`src/rtl/riscv_enc_pkg.sv`:
```
// Shared encoding constants for the instruction encoder/loader: opcodes, class codes, NOP and fixed funct3 values.
package riscv_enc_pkg;

    typedef enum logic [2:0] {
        CLS_LOAD   = 3'd0,
        CLS_STORE  = 3'd1,
        CLS_RTYPE  = 3'd2,
        CLS_ITYPE  = 3'd3,
        CLS_BRANCH = 3'd4
    } instr_class_t;

    localparam logic [6:0]  OP_LOAD   = 7'b0000011;
    localparam logic [6:0]  OP_STORE  = 7'b0100011;
    localparam logic [6:0]  OP_RTYPE  = 7'b0110011;
    localparam logic [6:0]  OP_ITYPE  = 7'b0010011;
    localparam logic [6:0]  OP_BRANCH = 7'b1100011;

    localparam logic [2:0]  F3_LW = 3'b010;
    localparam logic [2:0]  F3_SW = 3'b010;

    localparam logic [31:0] NOP_WORD = 32'h0000_0013;

endpackage

```
`src/rtl/instr_field_packer.sv`:
```
// Combinational packer: instruction fields -> RV32I word, plus a bad-field flag.
// The flag is only computed when ENC_RANGE_CHECK_EN is defined; otherwise it is constant 0.
module instr_field_packer
    import riscv_enc_pkg::*;
(
    input  logic [2:0]  cls,
    input  logic [4:0]  rd,
    input  logic [4:0]  rs1,
    input  logic [4:0]  rs2,
    input  logic [2:0]  funct3,
    input  logic        funct7b5,
    input  logic [12:0] imm,
    output logic [31:0] word,
    output logic        bad
);

    logic [11:0] i_imm;

    always_comb begin
        word  = NOP_WORD;
        i_imm = imm[11:0];
        case (cls)
            CLS_LOAD:   word = {imm[11:0], rs1, F3_LW, rd, OP_LOAD};
            CLS_STORE:  word = {imm[11:5], rs2, rs1, F3_SW, imm[4:0], OP_STORE};
            CLS_RTYPE:  word = {1'b0, funct7b5, 5'b0, rs2, rs1, funct3, rd, OP_RTYPE};
            CLS_ITYPE: begin
                // shift-immediate forms carry shamt in imm[4:0] and funct7 in imm[11:5]
                if (funct3 == 3'b001)
                    i_imm[11:5] = '0;
                else if (funct3 == 3'b101)
                    i_imm[11:5] = {1'b0, funct7b5, 5'b0};
                word = {i_imm, rs1, funct3, rd, OP_ITYPE};
            end
            CLS_BRANCH: word = {imm[12], imm[10:5], rs2, rs1, funct3, imm[4:1], imm[11], OP_BRANCH};
            default:    word = NOP_WORD;
        endcase
    end

`ifdef ENC_RANGE_CHECK_EN
    always_comb begin
        bad = 1'b0;
        if (cls > 3'd4)
            bad = 1'b1;
        else if ((cls == CLS_LOAD || cls == CLS_STORE || cls == CLS_ITYPE) && (imm[12] != imm[11]))
            bad = 1'b1;
        else if (cls == CLS_BRANCH && imm[0])
            bad = 1'b1;
    end
`else
    assign bad = 1'b0;
`endif

endmodule

```
`src/rtl/instr_encoder_loader.sv`:
```
// Session FSM that streams packed instructions into imem at an auto-incrementing word address.
// Optional field checking via ENC_RANGE_CHECK_EN (flagged beats are dropped and set sticky err).
module instr_encoder_loader
    import riscv_enc_pkg::*;
#(
    parameter int ADDR_W = 8,
    parameter int DEPTH  = 256
) (
    input  logic              clk,
    input  logic              rst,
    input  logic              start,
    input  logic              finish,
    input  logic              in_valid,
    output logic              in_ready,
    input  logic [2:0]        in_class,
    input  logic [4:0]        in_rd,
    input  logic [4:0]        in_rs1,
    input  logic [4:0]        in_rs2,
    input  logic [2:0]        in_funct3,
    input  logic              in_funct7b5,
    input  logic [12:0]       in_imm,
    output logic              imem_we,
    output logic [ADDR_W-1:0] imem_addr,
    output logic [31:0]       imem_wdata,
    output logic [ADDR_W:0]   count,
    output logic              busy,
    output logic              full,
    output logic              done,
    output logic              err
);

    typedef enum logic [1:0] {S_IDLE, S_LOAD, S_FULL, S_DONE} state_t;

    localparam logic [ADDR_W:0]   DEPTH_C  = (ADDR_W+1)'(DEPTH);
    localparam logic [ADDR_W+1:0] DEPTH_W2 = (ADDR_W+2)'(DEPTH);

    state_t            state;
    logic              we_q;
    logic              fin_pend;
    logic [31:0]       word;
    logic              bad;
    logic              accept;
    logic              write_next;
    logic [ADDR_W+1:0] occupancy;

    instr_field_packer u_packer (
        .cls      (in_class),
        .rd       (in_rd),
        .rs1      (in_rs1),
        .rs2      (in_rs2),
        .funct3   (in_funct3),
        .funct7b5 (in_funct7b5),
        .imm      (in_imm),
        .word     (word),
        .bad      (bad)
    );

    assign occupancy  = {1'b0, count} + {{(ADDR_W+1){1'b0}}, we_q};
    assign in_ready   = (state == S_LOAD) && (occupancy < DEPTH_W2) && !fin_pend;
    assign accept     = in_valid && in_ready;
    assign write_next = accept && !bad;

    // Reset squashes a write already staged from the previous edge.
    assign imem_we   = we_q && !rst;
    assign imem_addr = count[ADDR_W-1:0];
    assign busy      = (state == S_LOAD);
    assign full      = (state == S_FULL);
    assign done      = (state == S_DONE);

    always_ff @(posedge clk) begin
        if (rst) begin
            state      <= S_IDLE;
            we_q       <= 1'b0;
            fin_pend   <= 1'b0;
            imem_wdata <= '0;
            count      <= '0;
            err        <= 1'b0;
        end else begin
            case (state)
                S_LOAD: begin
                    we_q <= write_next;
                    if (accept)
                        imem_wdata <= word;
                    if (accept && bad)
                        err <= 1'b1;
                    if (we_q)
                        count <= count + 1'b1;
                    if (finish)
                        fin_pend <= 1'b1;
                    // The in-flight write completes on this edge; leave only once nothing new is staged.
                    if (we_q && count == DEPTH_C - 1'b1)
                        state <= S_FULL;
                    else if ((finish || fin_pend) && !write_next)
                        state <= S_DONE;
                end
                default: begin
                    we_q <= 1'b0;
                    if (start) begin
                        state    <= S_LOAD;
                        count    <= '0;
                        err      <= 1'b0;
                        fin_pend <= 1'b0;
                    end
                end
            endcase
        end
    end

endmodule

```
`config.mk`:
```
export PLATFORM = sky130hd
export DESIGN_NAME = instr_encoder_loader
export DESIGN_NICKNAME = d
export VERILOG_FILES = /design/src/rtl/riscv_enc_pkg.sv /design/src/rtl/instr_field_packer.sv /design/src/rtl/instr_encoder_loader.sv
export SDC_FILE = /design/constraint.sdc
export NUM_CORES = 1
export LEC_CHECK = 0
export BUFFER_PORTS_ARGS = -buffer_cell sky130_fd_sc_hd__buf_2
export CORE_ASPECT_RATIO = 1.75
export CORE_MARGIN = 4
export CORE_UTILIZATION = 45
export CTS_CLUSTER_DIAMETER = 150
export CTS_CLUSTER_SIZE = 8
export DETAILED_ROUTE_END_ITERATION = 10
export GPL_TIMING_DRIVEN = 0
export PLACE_DENSITY = 0.86
export RECOVER_POWER = 100
export SLEW_MARGIN = 20
export SYNTH_ARGS = -nofsm -noshare
export SYNTH_HDL_FRONTEND = slang
export SYNTH_HIERARCHICAL = 1
export SYNTH_SLANG_ARGS = --single-unit
```
`constraint.sdc`:
```
create_clock -name clk -period 1.5 [get_ports clk]
set_input_delay 0.3 -clock clk [delete_from_list [all_inputs] [get_ports clk]]
set_output_delay 0.3 -clock clk [all_outputs]
set_load 0.005 [all_outputs]
```
==> results.toml <==
[placed_design]
gp_congestion = 0.8997
dp.cells = 518
dp_hpwl_um = 5932
io_buffers = 93
dpl_cell_area_mm2 = 0.003257

[detailed_routing]
first_pass_iters = 4
num_vias = 2985
dr_wl_met3_um = 528
topRoutingLayerUsed = "met4"
drc_errors = 0
wire_per_inst_um = 15.97
drtIter0Drc = 216
viasPerCell = 5.487
wl_met2_um = 4903
ant_nets = 0
wl_um = 8687
wl_met1_um = 2974

[power]
peakVddDrop_mv = 0.5818
powerDensity_mw_per_mm2 = 695.9
leakagePower_uw = 0.001666

[synthesis]
yosysSeqAreaShare_pct = 34.44
synthTopCellsByCount = "dfxtp_1 (46), a21oi_1 (43), inv_1 (39)"
synth_area_leaders = "dfxtp_1 (34%), a21oi_1 (8.0%), or3_1 (7.5%), o21ai_0 (6.6%), inv_1 (5.5%)"
synth_area_mm2 = 0.002674
synth_most_common_cell = "dfxtp_1"
ys_types = 49
synth_edf_count = 0
yosys_warnings = 6
async_flop_share_pct = 0
syn_area_per_cell_um2 = 7.728
syn_inst = 346
synth_ff_type = "dfxtp_1"
synth-seq-cells = 46
synth_top_area_share_pct = 34.44
synth.largest_area_cell = "dfxtp_1"

[grt]
grt_pass1_wl_um = 12340
grt_start_max_net_pins = 13
globalRouteTotalUtil_pct = 21.86
grt-ovfl-total = 0
grt_pass1_vias = 2729
grt_antenna_before_repair = 0

[floorplan]
start_util_pct = 47.11
row_count = 36
design.core.area_mm2 = 0.005675
die_x_um = 66.27
num_io_pins = 95
dieArea_mm2 = 0.007288
die_height_um = 110.0

[cells_and_area]
nNetsFinal = 511
drive_above_1_share_pct = 39.53
final_area_mm2 = 0.003782
final_cells = 544
diodes = 0
fillers = 465
area_delta_synth_final_pct = 41.46

[timing]
fin_ws_ps = -329.5
fin_setup_tns_ps = -6851
timing.final.crit_share_pct = 122.0
slew_headroom_pct = 55.83
max_freq_mhz = 546.6
final.setup_skew_ps = 4.760
rsz0062_at_grt = "yes"
final-max-slew-violation-count = 0
tightest_slew_ps = 662.6
setup_violations = 32
fin_crit_ps = 1830
hold_viol = 0

[setup_path]
cp-start-kind = "flip-flop"
reg2reg_depth = 8
r2r_start = "count[1]"
worstPathMaxFanout = 4
end_kind = "primary output"
endpoint = "in_ready"
reg2reg_to = "state[1]"
critPathArrivalTime_ps = 1530
startpoint = "count[1]"
required_ps = 1200
r2r_slack_ps = -310
worstSetupPathType = "reg -> out"

[status]
status = "finished with violations"
violations = "negative setup slack"

[clock_network]
cts_sinks = 46
clk_pin_slew_ps = 80
postCtsHoldBufs = 0
cts_tree = "built"
cts_buffers = 5
cts_max_path_buffers = 2
clockRootBuffer = "clkbuf_8"
clk_latency_ps = 300
h-tree-depth = 2

[flow_run]
drv_cap = 0

[min_path]
worstHoldPathType = "in -> reg"
[flip-flops by register name, indices dropped and copies added, names as in the netlist]
signal	cells
count	9
state	2
err	1
we_q	1
fin_pend	1
imem_wdata	32
[cell families after synthesis]
logic type      share of synthesized area [%]
compound gates                          25.27
buf+inv                                 14.32
simple gates                            21.15
fa+ha+maj                              0.9357
xor+xnor                                1.357
mux                                     2.246
other cells                            0.2809
flops                                   34.44
[metal layers]
metal | vias up | GRT usage, %
met5 | - | 0
met4 | 0 | 11.19
met3 | 26 | 4.970
met2 | 124 | 41.51
met1 | 1417 | 21.32
li1 | 1418 | -
[cell usage in the layout, fill, tap and decap left out, types with 6 or more instances in the layout]
cell      Yosys  final
buf_2         3     76
inv_1        39     39
o21ai_0      35     35
dfxtp_1      46     35
a21oi_1      43     30
clkbuf_1     15     29
buf_4        13     28
or3_1        32     21
nor2_1       16     15
nand2_1      14     13
a21oi_2       0     13
and2_1       11     11
or3_4         0     11
dfxtp_4       0      8
buf_6         4      7
mux2i_1       6      6
clkbuf_8      0      6
[how the worst min path moves through the flow]
| stage | start | endpoint | cells past startpoint |
|---|---|---|---|
| 4_1_cts | rst | state[1] | 2 |
| 3_3_place_gp | imem_wdata[9] | imem_wdata[9] | 2 |
| 6_report | rst | state[1] | 2 |
| 2_1_floorplan | rst | state[1] | 1 |
| 5_1_grt | rst | state[1] | 2 |
| 3_5_place_dp | imem_wdata[9] | imem_wdata[9] | 2 |
[timing repair]
action | 4_1_cts | 5_1_grt
pin swaps | 5 | 15
endpoints found under the setup margin | 45 | 44
buffers inserted | 11 | 7
hold endpoints to repair | 0 | 0
gates cloned | 0 | 3
gates resized for setup | 36 | 49
[power breakdown]
| part | switching (uW) | internal (uW) | total, uW |
|---|---|---|---|
| combinational | 329 | 287 | 616 |
| clock | 397 | 356 | 752 |
| sequential | 22.8 | 1240 | 1260 |
| total | 748 | 1880 | 2630 |
[per-stage QoR]
step	hold slack (ps)	worst slack [ps]	power, uW	utilization, %
after detailed placement	464.6	-279.4	1784	57.39
after floorplan	405.3	0.6865	1606	-
after global placement	460.7	-260.2	1769	57.39
final	243.1	-329.5	2632	66.64
after global routing	233.2	-406.6	2745	66.64
after CTS	228.4	-332.6	2537	62.19
[cell type report]
cell class / count / area, um2 / area share (%)
inverter: 41 / 156.4 / 4.135
clock buffer: 6 / 82.58 / 2.183
timing repair buffer: 113 / 653.1 / 17.27
tap: 76 / 95.09 / 2.514
buffer: 38 / 262.8 / 6.947
sequential: 46 / 954.7 / 25.24
multi-input combinational: 224 / 1578 / 41.71
[worst max-delay path, stage by stage (launching register included)]
cell	delay, ps
dfxtp_4	370
nand3_4	80
o311ai_4	360
buf_6	160
buf_6	100
nor2_1	30
buf_2	120
Power figures use the tool's default switching activity.
